--- src/rtl/mem_port_arbiter_pkg.sv ---
// Shared types for the data-memory port arbiter: read owner, FSM state, command direction.
package mem_port_arbiter_pkg;
    typedef enum logic [1:0] {OWN_NONE, OWN_FETCH, OWN_LD} owner_e;
    typedef enum logic {ARB_IDLE, ARB_RD_PEND} arb_state_e;

    localparam logic MEM_RD = 1'b1;
    localparam logic MEM_WR = 1'b0;

    // One-hot grant vector bit positions
    localparam int G_FE = 0;
    localparam int G_LD = 1;
    localparam int G_ST = 2;
    localparam int CNT_W = 4;

    typedef logic [2:0] gnt_t;
endpackage

--- src/rtl/mem_port_arbiter_if.sv ---
// Requester and memory-macro signals of the arbiter. mem_ready exists only with MEM_ARB_WAIT_EN.
interface mem_port_arbiter_if #(parameter int AW = 32);
    logic          fetch_req;
    logic [AW-1:0] fetch_addr;
    logic          fetch_gnt;
    logic          fetch_rvalid;
    logic [31:0]   fetch_rdata;
    logic          ld_req;
    logic [AW-1:0] ld_addr;
    logic [3:0]    ld_byte_en;
    logic          ld_gnt;
    logic          ld_rvalid;
    logic [31:0]   ld_rdata;
    logic          st_req;
    logic [AW-1:0] st_addr;
    logic [31:0]   st_wdata;
    logic [3:0]    st_byte_en;
    logic          st_gnt;
    logic          mem_en;
    logic          mem_rw_mode;
    logic [AW-1:0] mem_addr;
    logic [31:0]   mem_write_data;
    logic [3:0]    mem_byte_en;
    logic [31:0]   mem_read_data;
    logic          stall_pc;
`ifdef MEM_ARB_WAIT_EN
    logic          mem_ready;
`endif

    // master: the arbiter itself; slave: requesters plus memory macro
    modport master (
        input  fetch_req, fetch_addr, ld_req, ld_addr, ld_byte_en,
               st_req, st_addr, st_wdata, st_byte_en, mem_read_data,
`ifdef MEM_ARB_WAIT_EN
               mem_ready,
`endif
        output fetch_gnt, fetch_rvalid, fetch_rdata, ld_gnt, ld_rvalid, ld_rdata,
               st_gnt, mem_en, mem_rw_mode, mem_addr, mem_write_data, mem_byte_en,
               stall_pc
    );

    modport slave (
        output fetch_req, fetch_addr, ld_req, ld_addr, ld_byte_en,
               st_req, st_addr, st_wdata, st_byte_en, mem_read_data,
`ifdef MEM_ARB_WAIT_EN
               mem_ready,
`endif
        input  fetch_gnt, fetch_rvalid, fetch_rdata, ld_gnt, ld_rvalid, ld_rdata,
               st_gnt, mem_en, mem_rw_mode, mem_addr, mem_write_data, mem_byte_en,
               stall_pc
    );
endinterface

--- src/rtl/mem_port_arbiter_arb_prio_pick.sv ---
// Fixed priority st > ld > fetch, with fetch promoted to the top once it has starved STARVE_LIMIT grants.
module arb_prio_pick
    import mem_port_arbiter_pkg::*;
#(
    parameter int STARVE_LIMIT = 4
) (
    input  logic             en,
    input  logic             st_req,
    input  logic             ld_req,
    input  logic             fetch_req,
    input  logic [CNT_W-1:0] starve_cnt,
    output gnt_t             pick
);
    always_comb begin
        pick = '0;
        if (en) begin
            if (fetch_req && starve_cnt == CNT_W'(STARVE_LIMIT)) pick[G_FE] = 1'b1;
            else if (st_req)                                     pick[G_ST] = 1'b1;
            else if (ld_req)                                     pick[G_LD] = 1'b1;
            else if (fetch_req)                                  pick[G_FE] = 1'b1;
        end
    end
endmodule

--- src/rtl/mem_port_arbiter.sv ---
// Shares one data-memory port between fetch, load and store; routes the single outstanding read.
// Optional MEM_ARB_WAIT_EN adds mem_ready back-pressure with a frozen winner while stalled.
module mem_port_arbiter
    import mem_port_arbiter_pkg::*;
#(
    parameter int STARVE_LIMIT = 4,
    parameter int AW           = 32
) (
    input  logic               i_clk,
    input  logic               i_rst,
    mem_port_arbiter_if.master bus
);
    arb_state_e       state_q, state_d;
    owner_e           owner_q, owner_d;
    logic [CNT_W-1:0] starve_cnt, starve_d;
    gnt_t             pick, win, gnt;
    logic             accept;
    logic [AW-1:0]    cmd_addr;

    // Reset also masks the combinational grant path so outputs read as idle during reset
    arb_prio_pick #(.STARVE_LIMIT(STARVE_LIMIT)) u_pick (
        .en         (i_rst),
        .st_req     (bus.st_req),
        .ld_req     (bus.ld_req),
        .fetch_req  (bus.fetch_req),
        .starve_cnt (starve_cnt),
        .pick       (pick)
    );

`ifdef MEM_ARB_WAIT_EN
    logic hold_q;
    gnt_t hold_gnt_q;

    assign accept = bus.mem_ready;
    assign win    = hold_q ? hold_gnt_q : pick;

    always_ff @(posedge i_clk or negedge i_rst) begin
        if (!i_rst) begin
            hold_q     <= 1'b0;
            hold_gnt_q <= '0;
        end else begin
            hold_q     <= (|win) && !accept;
            hold_gnt_q <= win;
        end
    end
`else
    assign accept = 1'b1;
    assign win    = pick;
`endif

    assign gnt = accept ? win : '0;

    always_ff @(posedge i_clk or negedge i_rst) begin
        if (!i_rst) begin
            state_q    <= ARB_IDLE;
            owner_q    <= OWN_NONE;
            starve_cnt <= '0;
        end else begin
            state_q    <= state_d;
            owner_q    <= owner_d;
            starve_cnt <= starve_d;
        end
    end

    always_comb begin
        state_d  = ARB_IDLE;
        owner_d  = OWN_NONE;
        starve_d = starve_cnt;
        if (gnt[G_LD]) begin
            state_d = ARB_RD_PEND;
            owner_d = OWN_LD;
        end else if (gnt[G_FE]) begin
            state_d = ARB_RD_PEND;
            owner_d = OWN_FETCH;
        end
        if (!bus.fetch_req || gnt[G_FE])
            starve_d = '0;
        else if ((gnt[G_ST] || gnt[G_LD]) && starve_cnt != '1)
            starve_d = starve_cnt + 1'b1;
    end

    always_comb begin
        bus.mem_en         = 1'b0;
        bus.mem_rw_mode    = MEM_RD;
        cmd_addr           = '0;
        bus.mem_write_data = '0;
        bus.mem_byte_en    = '0;
        if (win[G_ST]) begin
            bus.mem_en         = 1'b1;
            bus.mem_rw_mode    = MEM_WR;
            cmd_addr           = bus.st_addr;
            bus.mem_write_data = bus.st_wdata;
            bus.mem_byte_en    = bus.st_byte_en;
        end else if (win[G_LD]) begin
            bus.mem_en      = 1'b1;
            cmd_addr        = bus.ld_addr;
            bus.mem_byte_en = bus.ld_byte_en;
        end else if (win[G_FE]) begin
            bus.mem_en      = 1'b1;
            cmd_addr        = bus.fetch_addr;
            bus.mem_byte_en = 4'b1111;
        end
    end

    assign bus.mem_addr     = cmd_addr;
    assign bus.st_gnt       = gnt[G_ST];
    assign bus.ld_gnt       = gnt[G_LD];
    assign bus.fetch_gnt    = gnt[G_FE];
    assign bus.stall_pc     = i_rst && bus.fetch_req && !gnt[G_FE];
    assign bus.fetch_rvalid = (state_q == ARB_RD_PEND) && (owner_q == OWN_FETCH);
    assign bus.ld_rvalid    = (state_q == ARB_RD_PEND) && (owner_q == OWN_LD);
    assign bus.fetch_rdata  = bus.fetch_rvalid ? bus.mem_read_data : 32'h0;
    assign bus.ld_rdata     = bus.ld_rvalid ? bus.mem_read_data : 32'h0;
endmodule

--- src/flat_wrapper.sv ---
// flat-port wrapper written by rule: the top's interface ports become plain ports
module mem_port_arbiter_flat import mem_port_arbiter_pkg::*;
#(
    parameter int STARVE_LIMIT = 4,
    parameter int AW           = 32
)
  (i_clk, i_rst, bus_fetch_req, bus_fetch_addr, bus_ld_req, bus_ld_addr, bus_ld_byte_en, bus_st_req, bus_st_addr, bus_st_wdata, bus_st_byte_en, bus_mem_read_data, bus_fetch_gnt, bus_fetch_rvalid, bus_fetch_rdata, bus_ld_gnt, bus_ld_rvalid, bus_ld_rdata, bus_st_gnt, bus_mem_en, bus_mem_rw_mode, bus_mem_addr, bus_mem_write_data, bus_mem_byte_en, bus_stall_pc);
  mem_port_arbiter_if #(.AW(AW)) bus_i ();
  input  logic i_clk;
  input  logic i_rst;
  input wire logic [$bits(bus_i.fetch_req)-1:0] bus_fetch_req;
  input wire logic [$bits(bus_i.fetch_addr)-1:0] bus_fetch_addr;
  input wire logic [$bits(bus_i.ld_req)-1:0] bus_ld_req;
  input wire logic [$bits(bus_i.ld_addr)-1:0] bus_ld_addr;
  input wire logic [$bits(bus_i.ld_byte_en)-1:0] bus_ld_byte_en;
  input wire logic [$bits(bus_i.st_req)-1:0] bus_st_req;
  input wire logic [$bits(bus_i.st_addr)-1:0] bus_st_addr;
  input wire logic [$bits(bus_i.st_wdata)-1:0] bus_st_wdata;
  input wire logic [$bits(bus_i.st_byte_en)-1:0] bus_st_byte_en;
  input wire logic [$bits(bus_i.mem_read_data)-1:0] bus_mem_read_data;
  output wire logic [$bits(bus_i.fetch_gnt)-1:0] bus_fetch_gnt;
  output wire logic [$bits(bus_i.fetch_rvalid)-1:0] bus_fetch_rvalid;
  output wire logic [$bits(bus_i.fetch_rdata)-1:0] bus_fetch_rdata;
  output wire logic [$bits(bus_i.ld_gnt)-1:0] bus_ld_gnt;
  output wire logic [$bits(bus_i.ld_rvalid)-1:0] bus_ld_rvalid;
  output wire logic [$bits(bus_i.ld_rdata)-1:0] bus_ld_rdata;
  output wire logic [$bits(bus_i.st_gnt)-1:0] bus_st_gnt;
  output wire logic [$bits(bus_i.mem_en)-1:0] bus_mem_en;
  output wire logic [$bits(bus_i.mem_rw_mode)-1:0] bus_mem_rw_mode;
  output wire logic [$bits(bus_i.mem_addr)-1:0] bus_mem_addr;
  output wire logic [$bits(bus_i.mem_write_data)-1:0] bus_mem_write_data;
  output wire logic [$bits(bus_i.mem_byte_en)-1:0] bus_mem_byte_en;
  output wire logic [$bits(bus_i.stall_pc)-1:0] bus_stall_pc;
  assign bus_i.fetch_req = bus_fetch_req;
  assign bus_i.fetch_addr = bus_fetch_addr;
  assign bus_i.ld_req = bus_ld_req;
  assign bus_i.ld_addr = bus_ld_addr;
  assign bus_i.ld_byte_en = bus_ld_byte_en;
  assign bus_i.st_req = bus_st_req;
  assign bus_i.st_addr = bus_st_addr;
  assign bus_i.st_wdata = bus_st_wdata;
  assign bus_i.st_byte_en = bus_st_byte_en;
  assign bus_i.mem_read_data = bus_mem_read_data;
  assign bus_fetch_gnt = bus_i.fetch_gnt;
  assign bus_fetch_rvalid = bus_i.fetch_rvalid;
  assign bus_fetch_rdata = bus_i.fetch_rdata;
  assign bus_ld_gnt = bus_i.ld_gnt;
  assign bus_ld_rvalid = bus_i.ld_rvalid;
  assign bus_ld_rdata = bus_i.ld_rdata;
  assign bus_st_gnt = bus_i.st_gnt;
  assign bus_mem_en = bus_i.mem_en;
  assign bus_mem_rw_mode = bus_i.mem_rw_mode;
  assign bus_mem_addr = bus_i.mem_addr;
  assign bus_mem_write_data = bus_i.mem_write_data;
  assign bus_mem_byte_en = bus_i.mem_byte_en;
  assign bus_stall_pc = bus_i.stall_pc;
  mem_port_arbiter #(.STARVE_LIMIT(STARVE_LIMIT), .AW(AW)) u_core (.i_clk(i_clk), .i_rst(i_rst), .bus(bus_i));
endmodule
--- config.mk ---
export PLATFORM = sky130hd
export DESIGN_NAME = mem_port_arbiter_flat
export DESIGN_NICKNAME = d
export VERILOG_FILES = /design/src/rtl/mem_port_arbiter_pkg.sv /design/src/rtl/mem_port_arbiter_if.sv /design/src/rtl/mem_port_arbiter_arb_prio_pick.sv /design/src/rtl/mem_port_arbiter.sv /design/src/flat_wrapper.sv
export SDC_FILE = /design/constraint.sdc
export NUM_CORES = 1
export LEC_CHECK = 0
export CORE_AREA = 2 2 120 122
export DETAILED_ROUTE_END_ITERATION = 6
export DIE_AREA = 0 0 122 124
export PLACE_DENSITY_LB_ADDON = 0.12
export SLEW_MARGIN = 5
export SYNTH_ARGS = -nofsm -noshare
export SYNTH_HDL_FRONTEND = slang
export SYNTH_SLANG_ARGS = --single-unit
--- constraint.sdc ---
create_clock -name i_clk -period 2.4 [get_ports i_clk]
set_clock_uncertainty 0.15 [all_clocks]
set_input_delay 0.48 -clock i_clk [delete_from_list [all_inputs] [get_ports i_clk]]
set_output_delay 0.48 -clock i_clk [all_outputs]
set_load 0.01 [all_outputs]
Word-level counts from Yosys, hierarchy flattened
Cells that the tools add are included.
- register bits after elaboration: 7
- input bits: 173
- output and inout port bits: 140
- word-level logic and storage cells: 44
- add/subtract/negate cells: 1
- equality and inequality tests: 4
- mux-type cells: 25
- reduce and logical (&&, ||, !) cells: 11
- operators with widths (operator ; number):
    2-to-1 mux 32 bit ; 6
    2-to-1 mux 4 bit ; 5
    2-to-1 mux 1 bit ; 10
    logical AND 1 bit ; 6
    2-to-1 mux 2 bit ; 3
    adder 4 x 1 -> 4 bit, second input constant ; 1
    equality test 4 x 3 -> 1 bit, second input constant ; 1
    inequality test 4 bit, second input constant ; 1
    2-to-1 mux 3 bit ; 1
    equality test 2 x 1 -> 1 bit, second input constant ; 1
    equality test 2 bit, second input constant ; 1
    logical NOT 1 bit ; 2
    logical OR 1 bit ; 2
    nonzero test 2 bit ; 1

Depth between registers and ports, before layout
- word-level depth: 9
- depth in mapped cells: 8
- gate-level depth less buffers: 6

Hierarchy
Synthesis repeated with hierarchy kept, for this count alone.
- cell total of the unflattened synthesis: 270
- area total of the unflattened synthesis: 1791.7 sq um
- modules (own cells, without submodules) (module ; times used ; cells an instance ; area each (sq um) ; sequential area each (sq um)):
    mem_port_arbiter ; 1 ; 263 ; 1734.2 ; 175.2
    arb_prio_pick ; 1 ; 7 ; 57.6 ; 0.0

Least setup slack after synthesis
OpenSTA, ideal clock, no wires.
- kind: register to output
- start: reg u_core.starve_cnt[0]
- end: out bus_mem_byte_en[0]
- data arrival time: 1.651 ns
- slack: 0.119 ns
- cell stages (with the launch flop): 7
- cell sequence: dfrtp_1 inv_1 ha_1 and4b_1 buf_6 nor4b_4 a221o_1
- elaborated cells between the ends (all ways): 8
- RTL lines (what ; RTL line ; source):
    start: declaration ; mem_port_arbiter.sv:15 ; logic [CNT_W-1:0] starve_cnt, starve_d;
    start signal: assignment ; mem_port_arbiter.sv:61 ; starve_cnt <= starve_d;
    equality test 4 x 3 -> 1 bit ; mem_port_arbiter_arb_prio_pick.sv:17 ; if (fetch_req && starve_cnt == CNT_W'(STARVE_LIMIT)) pick[G_FE] = 1'b1;
    logical AND 1 bit ; mem_port_arbiter_arb_prio_pick.sv:17 ;
    2-to-1 mux 2 bit ; mem_port_arbiter_arb_prio_pick.sv:17 ;
    2-to-1 mux 3 bit ; mem_port_arbiter_arb_prio_pick.sv:16 ; if (en) begin
    net bus_ld_gnt ; flat_wrapper.sv:24 ; output wire logic [$bits(bus_i.ld_gnt)-1:0] bus_ld_gnt;
    2-to-1 mux 4 bit ; mem_port_arbiter.sv:94 ; end else if (win[G_LD]) begin
    2-to-1 mux 4 bit ; mem_port_arbiter.sv:88 ; if (win[G_ST]) begin
    end: declaration ; flat_wrapper.sv:32 ; output wire logic [$bits(bus_i.mem_byte_en)-1:0] bus_mem_byte_en;
The timed path passes the listed nets, and every way through them passes these cells.

Worst setup path after layout
- start: reg u_core.starve_cnt[0]
- end: out bus_mem_byte_en[1]
- word-level cells in the longest chain between the ends: 7
- elaborated cells between the ends (all ways): 8
- RTL lines (what ; RTL line ; source):
    equality test 4 x 3 -> 1 bit (*) ; mem_port_arbiter_arb_prio_pick.sv:17 ;
    logical AND 1 bit (*) ; mem_port_arbiter_arb_prio_pick.sv:17 ;
    2-to-1 mux 1 bit ; mem_port_arbiter_arb_prio_pick.sv:17 ;
    2-to-1 mux 3 bit (*) ; mem_port_arbiter_arb_prio_pick.sv:16 ;
    2-to-1 mux 4 bit ; mem_port_arbiter.sv:98 ; end else if (win[G_FE]) begin
    2-to-1 mux 4 bit ; mem_port_arbiter.sv:94 ;
    2-to-1 mux 4 bit (*) ; mem_port_arbiter.sv:88 ;
Mark *: on every way between the ends. The rest lies on a longest branch, timed or not.

==> run_results.csv <==
group,metric,value,unit
timing,post-route-min-period,2.471,ns
clock_network,clockBufferDepth,2,
timing,setup_slack,-0.07119,ns
routing,first_iter_violations,95,
yosys,syn-num-nets,527,
finish,instances_no_fill,856,
die,die_y,124,µm
pwr,switchingPower,0.0003561,W
yosys,syn_area_per_cell,6.373,µm²
yosys,ys_types,37,
critical_path,critPathLaunchType,"flip-flop",
finish,layout.nets,852,
finish,layout-drive-gt1-share,22.93,%
finish,area_growth,159.6,%
grt,antenna_found_initial,0,
place,hpwl,10440,µm
yosys,netlist.top_cell.by_area,"and2_1",
critical_path,startpoint,"u_core.starve_cnt[0]",
yosys,yosysMostFrequentCell,"and2_1",
hold_path,min_path_type,"input port to async pin",
timing,grt_setup_unrepaired,"true",
outcome,status,"finished, violations left",
grt,grt_start_max_net_pins,34,
pwr,peakVddDrop,0.0001466,V
routing,wl_per_cell,16.20,µm
grt,grtUsageTotal,16.01,%
routing,wirelength,13870,µm
clock_network,cts-hold-fix-buffers,0,
die,ios,313,
pwr,comb_power_share,65.0,%
critical_path,crit_path_max_fanout,8,
yosys,synth_edf_count,0,
clock_network,cts_buffers,3,
run,maxCapViolCount,0,
clock_network,htree_levels,1,
die,fp.coreArea,13720,µm²
yosys,synth.top_cell.area_share,26.77,%
clock_network,clk_pin_slew_worst_paths,0.04,ns
yosys,yosysWarnings,0,
critical_path,timing_worst_setup_path_type,"flip-flop to output pin",
clock_network,cts_tree,"yes",
timing,min_period_over_period,103.0,%
pwr,clockPowerShare,24.2,%
grt,grt_overflow,0,
timing,final.setup.tns,-0.5076,ns
routing,drc,0,
timing,timing.fmax,404.7,MHz
grt,grt_pass1_wl,19440,µm
routing,vias,3922,
outcome,violations,"setup timing",
critical_path,r2r-start,"u_core.starve_cnt[0]",
finish,diodes,0,
critical_path,arrival,1.84,ns
place,placedCellCount,837,
timing,finalSetupViolCount,16,
yosys,synth_cells,352,
pwr,p_per_area,199.3,nW/µm²
yosys,netlist_top_cells_area,"and2_1, a21oi_1, o22a_1, dfrtp_1, nand3_1",
yosys,synth_seq_area_share,7.808,%
routing,via_per_inst,4.582,
pwr,p_int,0.0008049,W
place,gp_congestion,0.8090,
timing,tightest_slew,0.4152,ns
clock_network,cts.sinks,7,
timing,max-slew-margin-rel,72.03,%
yosys,synth.top_cells.by_count,"and2_1, a21oi_1, nand3_1, nor3_1, o22a_1",
critical_path,crit_path_end_kind,"output pin",
pwr,netSwitchingFraction,30.67,%
routing,dr.pass1.iters,4,
die,initial_utilization,16.35,%
timing,drv_slew,0,
critical_path,reg2reg_depth,7,
die,die-width,122,µm
pwr,total_power,0.001161,W
yosys,synth_seq_cells,7,
yosys,postSynth.asyncResetShare,100.0,%
place,io_buffers,312,
die,dieArea,15130,µm²
routing,ant_nets,0,
clock_network,cts-root-buf,"clkbuf_16",
clock_network,clock_latency,0.23,ns
yosys,syn_area,2243,µm²
grt,grt_pass1_vias,3781,
pwr,pwr-share-seq,10.8,%
pwr,leakage,2.479,nW
timing,report.final.hold_viol_count,0,
yosys,synth-main-ff-cell,"dfrtp_1",
die,rows,43,
critical_path,critPathRequiredTime,1.77,ns
[per-stage QoR]
stage               util, %  setup slack [ns]  instance area (µm²)  hold slack, ns
floorplan                 -            0.1185                 2243         0.03441
global placement      41.75           -0.6295                 5728          0.3567
detailed placement    41.75           -0.6712                 5728          0.3437
CTS                   42.96          -0.07504                 5894          0.1056
global route          42.45           -0.1408                 5824          0.1167
finish                42.45          -0.07119                 5824          0.1037
[area by class of cell]
class                           instances  area (µm²)
Sequential cell                         7       175.2
Clock buffer                            3       75.07
Tap cell                              180       225.2
Fill cell                            1468        7895
Clock inverter                          1       5.005
Multi-Input combinational cell        297        1954
Inverter                                4       22.52
Timing Repair Buffer                  364        3367
[path summary, 6_finish.rpt]
check	slack [ns]	end
max	-0.07	bus_mem_byte_en[1]
min	0.10	u_core.owner_q[0]
max reg2reg	0.47	u_core.starve_cnt[2]
min reg2reg	0.55	u_core.starve_cnt[1]
max in group asynchronous	1.75	u_core.starve_cnt[3]
min in group i_clk	0.55	u_core.starve_cnt[1]
[power by group through the flow]
stage | logic (W) | registers [W] | clock network [W]
6_report | 0.000755 | 0.000125 | 0.000281
5_1_grt | 0.000810 | 0.000126 | 0.000293
4_1_cts | 0.000753 | 0.000125 | 0.000284
2_1_floorplan | 0.000246 | 0.000126 | 0
3_3_place_gp | 0.000765 | 0.000126 | 0
3_5_place_dp | 0.000766 | 0.000126 | 0
[cells by family after synthesis]
group	synth area share (%)
adders and majority gates	1.115
AOI/OAI and AO/OA	32.52
DFF	7.808
buffers and inverters	9.536
and+or+nand+nor	49.02
[repair_timing]
action	in CTS	in global routing
gates resized for setup	301	50
setup buffers	9	4
cloned	4	2
pin swaps	7	1
setup endpoints to repair	74	82
[critical path: stages (launching register included)]
cell      delay (ns)
dfrtp_1         0.39
inv_2           0.08
ha_4            0.17
nand4b_4        0.14
nand3_4         0.18
inv_8           0.07
buf_6           0.12
a221o_1         0.33
buf_2           0.15
[placed cells by master (no fill, tap or decap), types with 6 or more instances in the layout]
cell type / instances
nor3_1: 20
buf_12: 6
nand3_1: 33
a21oi_1: 64
dfrtp_1: 7
buf_6: 16
o22a_1: 32
buf_2: 66
buf_4: 29
and2_1: 96
clkdlybuf4s50_1: 232
nor3_2: 12
[state kept, by name (all words and copies together) (netlist names)]
signal,count
u_core.starve_cnt,4
u_core.state_q,1
u_core.owner_q,2
[routing by layer]
| layer | GRT usage, % | share of wire [%] |
|---|---|---|
| met5 | 0 | 0 |
| met4 | 2.945 | 1.0 |
| met3 | 4.625 | 10 |
| met2 | 31.01 | 52 |
| met1 | 17.30 | 37 |
Power figures use the tool's default switching activity.
